<file path="src/rtl/gpio_bus_sequencer_pkg.sv">
// Shared types and constants for the GPIO bus sequencer: FSM state encoding,
// register address map and the default data bus width.
package gpio_pkg;

   localparam int GPIO_N = 4;

   localparam logic [1:0] ADDR_OUT = 2'd0;
   localparam logic [1:0] ADDR_DIR = 2'd1;
   localparam logic [1:0] ADDR_PIN = 2'd2;

   typedef enum logic [2:0] {
      IDLE,
      W_SETUP,
      W_STROBE,
      W_HOLD,
      R_DRIVE,
      R_SAMPLE,
      RESP
   } state_t;

endpackage

</file>
<file path="src/rtl/gpio_bus_sequencer_if.sv">
// CPU request/response channel, shared data bus and peripheral strobes of the
// GPIO bus sequencer; master is the sequencer, slave is the CPU plus peripheral side.
interface gpio_bus_sequencer_if #(
   parameter int N = gpio_pkg::GPIO_N
);

   logic         req_valid;
   logic         req_ready;
   logic         req_write;
   logic [1:0]   req_addr;
   logic [N-1:0] req_wdata;

   logic         rsp_valid;
   logic         rsp_ready;
   logic [N-1:0] rsp_rdata;
   logic         rsp_err;

   logic [N-1:0] bus_out;
   logic         bus_oe;
   logic [N-1:0] bus_in;

   logic         read_in;
   logic         load_out;
   logic         load_dir;

   modport master (
      input  req_valid, req_write, req_addr, req_wdata,
      output req_ready,
      output rsp_valid, rsp_rdata, rsp_err,
      input  rsp_ready,
      output bus_out, bus_oe,
      input  bus_in,
      output read_in, load_out, load_dir
   );

   modport slave (
      output req_valid, req_write, req_addr, req_wdata,
      input  req_ready,
      input  rsp_valid, rsp_rdata, rsp_err,
      output rsp_ready,
      input  bus_out, bus_oe,
      output bus_in,
      input  read_in, load_out, load_dir
   );

endinterface

</file>
<file path="src/rtl/gpio_bus_sequencer.sv">
// Turns CPU register requests into READ_IN / LOAD_OUT / LOAD_DIR strobe sequences on the
// GPIO peripheral bus. Optional macro GPIO_SHADOW_READBACK_EN adds shadow readback of addr 0/1.
module gpio_bus_sequencer
   import gpio_pkg::*;
#(
   parameter int N = GPIO_N
) (
   input logic                  clock,
   input logic                  reset,
   gpio_bus_sequencer_if.master sif
);

   state_t       state;
   state_t       next_state;

   logic [1:0]   addr_q;
   logic [N-1:0] wdata_q;
   logic [N-1:0] wdata_cur;

   logic         accept;
   logic         is_write_ok;
   logic         is_pin_read;
   logic         shadow_hit;
   logic [N-1:0] shadow_rdata;

   logic         req_ready_q;
   logic         rsp_valid_q;
   logic         rsp_err_q;
   logic [N-1:0] rsp_rdata_q;
   logic [N-1:0] bus_out_q;
   logic         bus_oe_q;
   logic         read_in_q;
   logic         load_out_q;
   logic         load_dir_q;

   logic         req_ready_d;
   logic         rsp_valid_d;
   logic         rsp_err_d;
   logic [N-1:0] rsp_rdata_d;
   logic [N-1:0] bus_out_d;
   logic         bus_oe_d;
   logic         read_in_d;
   logic         load_out_d;
   logic         load_dir_d;

   // req_ready is high exactly in IDLE, so the handshake reduces to the state check.
   assign accept      = (state == IDLE) && sif.req_valid;
   assign is_write_ok = sif.req_write && ((sif.req_addr == ADDR_OUT) || (sif.req_addr == ADDR_DIR));
   assign is_pin_read = !sif.req_write && (sif.req_addr == ADDR_PIN);
   assign wdata_cur   = accept ? sif.req_wdata : wdata_q;

   always_ff @(posedge clock or posedge reset) begin
      if (reset) begin
         addr_q  <= '0;
         wdata_q <= '0;
      end else if (accept) begin
         addr_q  <= sif.req_addr;
         wdata_q <= sif.req_wdata;
      end
   end

`ifdef GPIO_SHADOW_READBACK_EN
   logic [N-1:0] shadow_out;
   logic [N-1:0] shadow_dir;

   always_ff @(posedge clock or posedge reset) begin
      if (reset) begin
         shadow_out <= '0;
         shadow_dir <= '0;
      end else if (state == W_STROBE) begin
         if (addr_q == ADDR_OUT) begin
            shadow_out <= wdata_q;
         end else if (addr_q == ADDR_DIR) begin
            shadow_dir <= wdata_q;
         end
      end
   end

   assign shadow_hit   = !sif.req_write && ((sif.req_addr == ADDR_OUT) || (sif.req_addr == ADDR_DIR));
   assign shadow_rdata = (sif.req_addr == ADDR_OUT) ? shadow_out : shadow_dir;
`else
   assign shadow_hit   = 1'b0;
   assign shadow_rdata = '0;
`endif

   always_ff @(posedge clock or posedge reset) begin
      if (reset) begin
         state <= IDLE;
      end else begin
         state <= next_state;
      end
   end

   always_comb begin
      next_state = state;
      unique case (state)
         IDLE: begin
            if (accept) begin
               if (is_write_ok) begin
                  next_state = W_SETUP;
               end else if (is_pin_read) begin
                  next_state = R_DRIVE;
               end else begin
                  next_state = RESP;
               end
            end
         end
         W_SETUP:  next_state = W_STROBE;
         W_STROBE: next_state = W_HOLD;
         W_HOLD:   next_state = RESP;
         R_DRIVE:  next_state = R_SAMPLE;
         R_SAMPLE: next_state = RESP;
         RESP: begin
            if (sif.rsp_ready) begin
               next_state = IDLE;
            end
         end
         default:  next_state = IDLE;
      endcase
   end

   // Outputs are decoded from next_state and registered, so every strobe and bus
   // signal comes straight from a flop and clears with the asynchronous reset.
   always_comb begin
      req_ready_d = 1'b0;
      rsp_valid_d = 1'b0;
      rsp_err_d   = 1'b0;
      rsp_rdata_d = '0;
      bus_out_d   = '0;
      bus_oe_d    = 1'b0;
      read_in_d   = 1'b0;
      load_out_d  = 1'b0;
      load_dir_d  = 1'b0;
      unique case (next_state)
         IDLE: begin
            req_ready_d = 1'b1;
         end
         W_SETUP, W_HOLD: begin
            bus_oe_d  = 1'b1;
            bus_out_d = wdata_cur;
         end
         W_STROBE: begin
            bus_oe_d   = 1'b1;
            bus_out_d  = wdata_cur;
            load_out_d = (addr_q == ADDR_OUT);
            load_dir_d = (addr_q == ADDR_DIR);
         end
         R_DRIVE, R_SAMPLE: begin
            read_in_d = 1'b1;
         end
         RESP: begin
            rsp_valid_d = 1'b1;
            if (state == RESP) begin
               rsp_err_d   = rsp_err_q;
               rsp_rdata_d = rsp_rdata_q;
            end else if (state == R_SAMPLE) begin
               rsp_rdata_d = sif.bus_in;
            end else if (state == IDLE) begin
               rsp_err_d   = !shadow_hit;
               rsp_rdata_d = shadow_hit ? shadow_rdata : '0;
            end
         end
         default: begin
            req_ready_d = 1'b0;
         end
      endcase
   end

   always_ff @(posedge clock or posedge reset) begin
      if (reset) begin
         req_ready_q <= 1'b1;
         rsp_valid_q <= 1'b0;
         rsp_err_q   <= 1'b0;
         rsp_rdata_q <= '0;
         bus_out_q   <= '0;
         bus_oe_q    <= 1'b0;
         read_in_q   <= 1'b0;
         load_out_q  <= 1'b0;
         load_dir_q  <= 1'b0;
      end else begin
         req_ready_q <= req_ready_d;
         rsp_valid_q <= rsp_valid_d;
         rsp_err_q   <= rsp_err_d;
         rsp_rdata_q <= rsp_rdata_d;
         bus_out_q   <= bus_out_d;
         bus_oe_q    <= bus_oe_d;
         read_in_q   <= read_in_d;
         load_out_q  <= load_out_d;
         load_dir_q  <= load_dir_d;
      end
   end

   assign sif.req_ready = req_ready_q;
   assign sif.rsp_valid = rsp_valid_q;
   assign sif.rsp_err   = rsp_err_q;
   assign sif.rsp_rdata = rsp_rdata_q;
   assign sif.bus_out   = bus_out_q;
   assign sif.bus_oe    = bus_oe_q;
   assign sif.read_in   = read_in_q;
   assign sif.load_out  = load_out_q;
   assign sif.load_dir  = load_dir_q;

endmodule

</file>
<file path="src/flat_wrapper.sv">
// flat-port wrapper written by rule: the top's interface ports become plain ports
module gpio_bus_sequencer_flat import gpio_pkg::*;
#(
   parameter int N = GPIO_N
)
  (clock, reset, sif_req_valid, sif_req_write, sif_req_addr, sif_req_wdata, sif_req_ready, sif_rsp_valid, sif_rsp_rdata, sif_rsp_err, sif_rsp_ready, sif_bus_out, sif_bus_oe, sif_bus_in, sif_read_in, sif_load_out, sif_load_dir);
  gpio_bus_sequencer_if #(.N(N)) sif_i ();
  input logic clock;
  input logic reset;
  input wire logic [$bits(sif_i.req_valid)-1:0] sif_req_valid;
  input wire logic [$bits(sif_i.req_write)-1:0] sif_req_write;
  input wire logic [$bits(sif_i.req_addr)-1:0] sif_req_addr;
  input wire logic [$bits(sif_i.req_wdata)-1:0] sif_req_wdata;
  output wire logic [$bits(sif_i.req_ready)-1:0] sif_req_ready;
  output wire logic [$bits(sif_i.rsp_valid)-1:0] sif_rsp_valid;
  output wire logic [$bits(sif_i.rsp_rdata)-1:0] sif_rsp_rdata;
  output wire logic [$bits(sif_i.rsp_err)-1:0] sif_rsp_err;
  input wire logic [$bits(sif_i.rsp_ready)-1:0] sif_rsp_ready;
  output wire logic [$bits(sif_i.bus_out)-1:0] sif_bus_out;
  output wire logic [$bits(sif_i.bus_oe)-1:0] sif_bus_oe;
  input wire logic [$bits(sif_i.bus_in)-1:0] sif_bus_in;
  output wire logic [$bits(sif_i.read_in)-1:0] sif_read_in;
  output wire logic [$bits(sif_i.load_out)-1:0] sif_load_out;
  output wire logic [$bits(sif_i.load_dir)-1:0] sif_load_dir;
  assign sif_i.req_valid = sif_req_valid;
  assign sif_i.req_write = sif_req_write;
  assign sif_i.req_addr = sif_req_addr;
  assign sif_i.req_wdata = sif_req_wdata;
  assign sif_req_ready = sif_i.req_ready;
  assign sif_rsp_valid = sif_i.rsp_valid;
  assign sif_rsp_rdata = sif_i.rsp_rdata;
  assign sif_rsp_err = sif_i.rsp_err;
  assign sif_i.rsp_ready = sif_rsp_ready;
  assign sif_bus_out = sif_i.bus_out;
  assign sif_bus_oe = sif_i.bus_oe;
  assign sif_i.bus_in = sif_bus_in;
  assign sif_read_in = sif_i.read_in;
  assign sif_load_out = sif_i.load_out;
  assign sif_load_dir = sif_i.load_dir;
  gpio_bus_sequencer #(.N(N)) u_core (.clock(clock), .reset(reset), .sif(sif_i));
endmodule
</file>
<file path="config.mk">
export PLATFORM = sky130hd
export DESIGN_NAME = gpio_bus_sequencer_flat
export DESIGN_NICKNAME = d
export VERILOG_FILES = /design/src/rtl/gpio_bus_sequencer_pkg.sv /design/src/rtl/gpio_bus_sequencer_if.sv /design/src/rtl/gpio_bus_sequencer.sv /design/src/flat_wrapper.sv
export SDC_FILE = /design/constraint.sdc
export NUM_CORES = 1
export LEC_CHECK = 0
export CAP_MARGIN = 20
export CORE_MARGIN = 4
export CORE_UTILIZATION = 48
export CTS_CLUSTER_SIZE = 30
export DETAILED_ROUTE_END_ITERATION = 10
export PLACE_DENSITY = 0.82
export SETUP_SLACK_MARGIN = 0.15
export SLEW_MARGIN = 40
export SYNTH_ARGS = -nofsm -noshare
export SYNTH_HDL_FRONTEND = slang
export SYNTH_SLANG_ARGS = --single-unit
</file>
<file path="constraint.sdc">
create_clock -name clock -period 2.88 [get_ports clock]
set_input_delay 0.288 -clock clock [delete_from_list [all_inputs] [get_ports clock]]
set_output_delay 0.288 -clock clock [all_outputs]
set_load 0.01 [all_outputs]
</file>
==> results.md, run 1 <==
Routing:
- After detailed routing, the number of vias per cell comes to 5.16.
- The routed layout has 702 vias.
- Dividing the detail-routed wire length by the instance count gives 14.2 um.
- The total DRC errors in the routed layout is 0.
- After the first detailed-routing iteration, the DRC count stood at 17.
- The wire length reported by the detailed router is 1930 um.
- The total iterations of the first detailed-routing run is 4.
- The remaining antenna violation count is 0.

Timing:
- For the pin with the worst max-slew slack, the measured transition is 0.553 ns.
- The number of max-slew violations in the final report was 0.
- In the finished design, the share of the clock period the worst path needs comes to 61.4%.
- The final hold violation count came to 0.
- The worst slack on hold paths is 0.298 ns.
- Timing would allow up to 566 MHz.
- The final number of setup-violating endpoints is 0.
- The total negative slack is 0 ns.
- Setup repair after global routing left no endpoint under its margin.
- The clock skew is 0.00780 ns.
- Measured against its own limit, the worst slew margin works out to 63.0%.
- The shortest clock period the worst path allows after layout is 1.77 ns.

CTS:
- No sink is reached through more buffers than the 2 on the longest clock path.
- The number of buffers created by CTS is 3.
- After clock tree synthesis, the repair step resized 0 gates.
- The later-pin clock latency in the skew report is 0.31 ns.
- After clock tree synthesis, the clock-pin slew on the worst setup and hold paths is 0.13 ns.
- The hold buffer count at CTS is 0.
- The number of sinks on the clock net is 24.
- The cell at the root of the clock tree is clkbuf_4.
- The post-CTS setup-driven buffer insertion count is 0.
- CTS built an H-tree with a depth of 1.
- TritonCTS built the clock tree.

Placed design:
- The congestion estimate from routability-driven global placement came to 0.806.
- The number of I/O port buffers is 29.
- The total placed instance area is 1300 um2.
- The sum of net half-perimeters after detailed placement is 1440 um.

Pwr:
- IR analysis of the VDD net gives a maximum drop of 445 uV.
- Dividing total power by cell area gives a power density of 954 nW/um2.
- The total power is 1.27 mW.
- Summed over all cells, the static leakage comes to 0.610 nW.

Synthesis:
- The flip-flop cell with the highest count after synthesis is dfrtp_1.
- After synthesis the netlist holds a flip-flop and latch count of 24.
- Summing the sequential cell areas from Yosys gives 61.0% of the chip area.
- The share of synthesized registers carrying an async set or reset is 100%.
- Averaged over all synthesized cells, the footprint is 12.5 um2.
- Synthesis handed over a netlist of 79 instances.
- The share of the synthesized area in the top cell type is 58.3%.
- The number of warning messages in the yosys log is 0.
- After synthesis, the netlist uses 25 different library cells.
- Yosys mapped a number of flops with a built-in enable equal to 0.
- The biggest area consumer among synthesized cells is dfrtp_1.
- The mapped netlist covers 987 um2.
- Ranked by total cell area, the synthesized netlist is headed by dfrtp_1 (58%), mux2_2 (6.8%), a21o_1 (3.0%), a22oi_1 (3.0%), and2b_1 (3.0%).
- Synthesis produced a netlist with a net count of 94.

Finish:
- The area occupied by multi-input gates is 355 um2.
- Registers take 602 um2.
- The final-layout fill cell count is 159.
- With fillers left out, the area of the finished cells amounts to 1330 um2.
- The total number of nets in the final design is 125.
- At the end of the flow the core is filled with cells to 67.9%.
- The area added between synthesis and finish is 35.0%.
- The repair_antennas step left the layout with diodes totalling 0.
- In the final layout, the share of cells above drive strength 1 is 13.8%.

Global route:
- The initial antenna violation count came to 0.
- Across every metal layer, demand over resource in global routing totals 15.8%.
- The global-route congestion overflow total is 0.
- The first-pass GRT wire length is 3220 um.
- Entering global routing, the biggest net connects 25 pins.
- The via count of the first global-routing pass came to 727.

Floorplan:
- From left edge to right edge, the die measures 53.4 um.
- The total die area is 2850 um2.
- The initial core utilization is 50.3%.
- The vertical extent of the die is 53.4 um.
- In this run the count of I/O pins placed on the die edge is 30.
- The core region area is 1960 um2.
- After floorplanning, the core was divided into 16 placement rows.

Critical path:
- The type of element launching the critical path is a flop.
- The category of the critical setup timing path is reg2reg.
- The kind of capture point of the worst setup path is a flop.
- The critical path data arrival time is 1.98 ns.
- For the worst setup path, the data required time is 3.09 ns.
- In this run the worst path has a maximum fanout of 11.

Outcome:
- The flow ran to the end, and the final reports show no timing, DRC or antenna violations.

Run:
- The tool flagged a number of max-cap violations equal to 0.

Min path:
- The class of the tightest hold or removal check is in2async.
[cell usage after synthesis (2+ instances only)]
cell type  count
a21o_1         4
a21oi_1        3
a22oi_1        4
and2b_1        4
buf_2          3
dfrtp_1       23
inv_1          4
mux2_2         6
nand2b_1       3
nor2_1         8
nor4b_1        2
or2_2          2
[state kept, by name (all words and copies together), names as in the netlist, 2 cells and up]
register and cells:
u_core.sif.rsp_rdata 4, u_core.wdata_q 4, u_core.addr_q 2, u_core.state 3
u_core.sif.bus_out 4
[path summary, 6_finish.rpt]
check,startpoint,to,slack (ns),cells past startpoint
hold reg to reg,u_core.addr_q[0],u_core.sif.load_out,0.46,1
hold / removal,reset,u_core.wdata_q[1],0.30,2
min in group clock,u_core.addr_q[0],u_core.sif.load_out,0.46,1
setup reg to reg,u_core.state[2],u_core.sif.bus_out[3],1.11,3
setup / recovery,u_core.state[2],u_core.sif.bus_out[3],1.11,3
max in group asynchronous,reset,u_core.sif.req_ready,2.23,2
[worst max-delay path, cell delays in order (launching register included)]
cell and delay (ns):
dfrtp_1 0.54, nor4b_4 0.57, mux2_2 0.40, and2b_1 0.15
[through the flow]
stage | setup slack [ns] | cells
2_1_floorplan | 1.42 | 79
3_3_place_gp | 0.956 | 132
3_5_place_dp | 0.933 | 132
4_1_cts | 1.11 | 136
5_1_grt | 1.01 | 136
6_report | 1.11 | 136
[area by class of cell]
cell class	count	area share, %
repair buffers	29	21.8
multi-input cells	48	26.7
well taps	27	2.54
flip-flops and latches	24	45.2
clock buffers	4	2.72
inverters	4	1.13
[layout by cell type, fill, tap and decap left out, drive strengths merged]
cell	netlist	final
clkdlybuf4s50	0	29
dfrtp	23	23
nor2	8	8
mux2	6	6
a22oi	4	4
a21o	4	4
and2b	4	4
inv	4	4
clkbuf	0	4
a21oi	3	3
nand2b	3	3
nor4b	3	3
or2	2	2
nor3b	1	1
nor2b	1	1
nand3b	1	1
o311a	1	1
o21ai	1	1
o211a	1	1
a31oi	1	1
o31a	1	1
nor4	1	1
nand3	1	1
o21a	1	1
dfstp	1	1
[per-layer routing]
metal	wire, um	share of wire [%]	vias up	GRT usage [%]
met5	0	0	-	0
met4	23	1.2	0	6.38
met3	96	5.0	2	2.82
met2	985	51	18	28.0
met1	820	43	346	18.4
li1	-	-	336	-
[power breakdown]
| group | internal, mW | total, mW | switching, mW |
|---|---|---|---|
| Combinational | 0.297 | 0.513 | 0.216 |
| Clock | 0.0771 | 0.173 | 0.0962 |
| Sequential | 0.472 | 0.585 | 0.113 |
| Total | 0.846 | 1.27 | 0.425 |
[cells by family after synthesis]
kind of cell / share of synthesized area, %
AND/OR/NAND/NOR: 16.7
buffers and inverters: 3.04
AO/OA/AOI/OAI: 12.4
multiplexers: 6.84
flip-flops: 61.0
Power figures use the tool's default switching activity.
==> inputs of run 2 (changes only) <==
Settings changed: CORE_UTILIZATION 48 to 40, PLACE_DENSITY 0.82 to 0.73.
Clock period 2.88 ns to 1.5 ns, I/O delays scaled along.
==> run 2 against run 1 <==
  * Count of clock-buffer cells in the layout unchanged
  * First-iteration DRC count is 18% higher
  * Via count is 11% higher
  * Flip-flop and latch count unchanged
  * Critical path depth up 1
  * Maximum frequency rose by 20%
  * Critical path type unchanged
==> results.md, run 2 (synthesis gave the netlist of run 1 again) <==
Critical path:
- The setup slack of the worst register-to-register path is 0.02 ns (-1.09 ns).
- The endpoint identified for the worst register-to-register timing path is u_core.sif.bus_out[3].
- The type of element launching the critical path is a flop.
- The worst path required time is 1.71 ns (-1.38 ns).
- The maximum fanout along the worst path came to 5 (-6).
- The worst-case reg-to-reg path depth was 4 (+1).
- The startpoint of the lowest-slack register-to-register path is u_core.state[1].
- The category of the critical setup timing path is reg2reg.
- The critical path data arrival time came to 1.68 ns (-0.30 ns).
- The worst setup path is captured at a flop.

Finish:
- The total number of nets in the final design is 141 (+13%).
- The fraction of final layout cells with drive strength greater than 1 came to 28.0% (+14 points).
- From synthesis to final layout, the design area changed by 56.3%.
- The top cell types in the final layout, fill and taps aside, are dfrtp_1 (23), clkdlybuf4s50_1 (14), dlygate4sd2_1 (11), buf_4 (11), nor2_1 (8).
- The number of diodes is 0 (unchanged).
- The fraction of the core area covered by cells at the end of the flow is 67.8% (-0.14 points).
- The final instance count without filler cells is 153 (+13%).
- Leaving out fill and tap cells, the most frequent cell in the layout is dfrtp_1.

Timing:
- The highest clock rate is 677 MHz (+20%).
- The shortest clock period the worst path allows after layout is 1.48 ns (-0.291 ns).
- The period utilization came to 98.4% (+37 points).
- The clock skew is 0.0113 ns (+0.00348 ns).
- The final number of setup-violating endpoints came to 0 (unchanged).
- The worst-margin pin slew is 0.449 ns (-0.104 ns).
- Setup repair after global routing could not meet its margin everywhere.
- The normalized max-slew margin is 70.0% (+7.0 points).
- The number of max-slew violations in the final report came to 0 (unchanged).
- The final hold violation count came to 0 (unchanged).
- The slack of the critical path is 0.0236 ns (-1.09 ns).
- The worst slack on hold paths was 0.120 ns (-0.178 ns).

Routing:
- The routed length per instance came to 16.0 um (+13%).
- The number of DRC violations after detailed-routing iteration 0 is 20 (+3).
- The count of vias placed by the detailed router is 781 (+11%).
- The total DRC errors in the routed layout is 0 (unchanged).
- The wire length reported by the detailed router came to 2450 um (+27%).
- The remaining antenna violation count came to 0 (unchanged).
- The total iterations of the first detailed-routing run is 4 (unchanged).
- The ratio of routed vias to standard cells came to 5.10 (-1.1%).

CTS:
- The number of buffers created by CTS was 3 (unchanged).
- The level count of the clock H-tree is 1 (unchanged).
- The hold buffer count at CTS came to 0 (unchanged).
- The largest buffer count on any clock path is 2 (unchanged).
- The number of sinks on the clock net is 24 (unchanged).
- The cell at the root of the clock tree is clkbuf_4.
- The later-pin clock latency in the skew report came to 0.31 ns (about the same).
- The clock tree from TritonCTS is done.
- The clock-pin slew reported for the worst setup and hold paths after clock tree synthesis was 0.13 ns (about the same).

Floorplan:
- The core region area was 2280 um2 (+16%).
- The count of pins on the block boundary came to 30 (unchanged).
- The vertical extent of the die is 57.7 um (+8.1%).
- The initial core utilization is 43.4% (-6.9 points).
- The total die area was 3330 um2 (+17%).
- The total number of placement rows was 17 (+1).
- The overall die width is 57.7 um (+8.1%).

Global route:
- The initial antenna violation count came to 0 (unchanged).
- The first-pass GRT wire length is 3950 um (+23%).
- The maximum number of pins on one net before global-route repair was 14 (-44%).
- The via count of the first global-routing pass was 829 (+14%).
- The global-route congestion overflow total is 0 (unchanged).
- The overall track demand over capacity in global routing is 15.5% (-0.24 points).

Placed design:
- The cell total after placement came to 145 (+9.8%).
- The minimum setup slack after placement is -0.136 ns (-1.07 ns).
- The number of I/O port buffers came to 29 (unchanged).
- The final weighted congestion of routability-driven global placement came to 0.748 (-7.2%).
- The sum of net half-perimeters after detailed placement was 1700 um (+18%).

Min path:
- The worst hold path belongs to the class in2async.

Run:
- The count of maximum capacitance violations came to 0 (unchanged).

Pwr:
- The ratio of total power to cell area came to 1830 nW/um2 (+92%).
- The leakage dissipation is 0.837 nW (+37%).
- The peak ir drop on the vdd network was 1020 uV (+130%).

Outcome:
- The flow ran to the end, and the final reports show no timing, DRC or antenna violations.
## run 2: timing repair
action / CTS / global route
buffers inserted: 4 / 0
resized for setup: 21 / 14
endpoints found under the setup margin: 28 / 19
pin swaps: 2 / 3
## run 2: worst max-delay path by stage
| stage | start | slack (ns) | to | cells after the start |
|---|---|---|---|---|
| after floorplan | u_core.state[2] | 0.04 | u_core.sif.bus_out[0] | 3 |
| after global placement | sif_req_valid | -0.12 | u_core.sif.bus_out[2] | 5 |
| after detailed placement | sif_req_valid | -0.14 | u_core.sif.bus_out[3] | 5 |
| after CTS | u_core.state[2] | 0.01 | u_core.sif.bus_out[3] | 4 |
| after global routing | u_core.state[1] | -0.01 | u_core.sif.bus_out[3] | 4 |
| final | u_core.state[1] | 0.02 | u_core.sif.bus_out[3] | 4 |
## run 2: per-layer routing
metal	vias up	GRT usage [%]	wire (um)
met5	-	0	0
met4	0	5.96	42
met1	387	18.7	987
met2	20	27.1	1300
li1	370	-	-
met3	4	3.12	125
## run 2: stage by stage
step | power [mW] | instance area, um2 | TNS [ns]
after floorplan | 1.73 | 992 | 0
after global placement | 2.24 | 1390 | -0.507
after detailed placement | 2.30 | 1390 | -0.606
after CTS | 2.68 | 1480 | 0
after global routing | 3.00 | 1540 | -0.0158
final | 2.82 | 1540 | 0
## run 2: layout make-up
| cell class | instances | area, um2 |
|---|---|---|
| multi-input cells | 48 | 439 |
| well taps | 28 | 35.0 |
| fillers | 180 | 733 |
| repair buffers | 45 | 425 |
| inverters | 4 | 15.0 |
| clock buffers | 4 | 26.3 |
| flip-flops and latches | 24 | 602 |
## run 2: critical path, stage by stage, from the launching register on
cell     delay, ns
dfrtp_1       0.45
nor4b_4       0.29
buf_6         0.17
mux2_4        0.30
and2b_1       0.16
## run 2: power breakdown
group / total, mW / leakage [nW] / switching, mW / internal [mW]
clock network: 0.291 / 0.0150 / 0.187 / 0.104
logic: 1.49 / 0.517 / 0.655 / 0.835
registers: 1.04 / 0.305 / 0.135 / 0.909
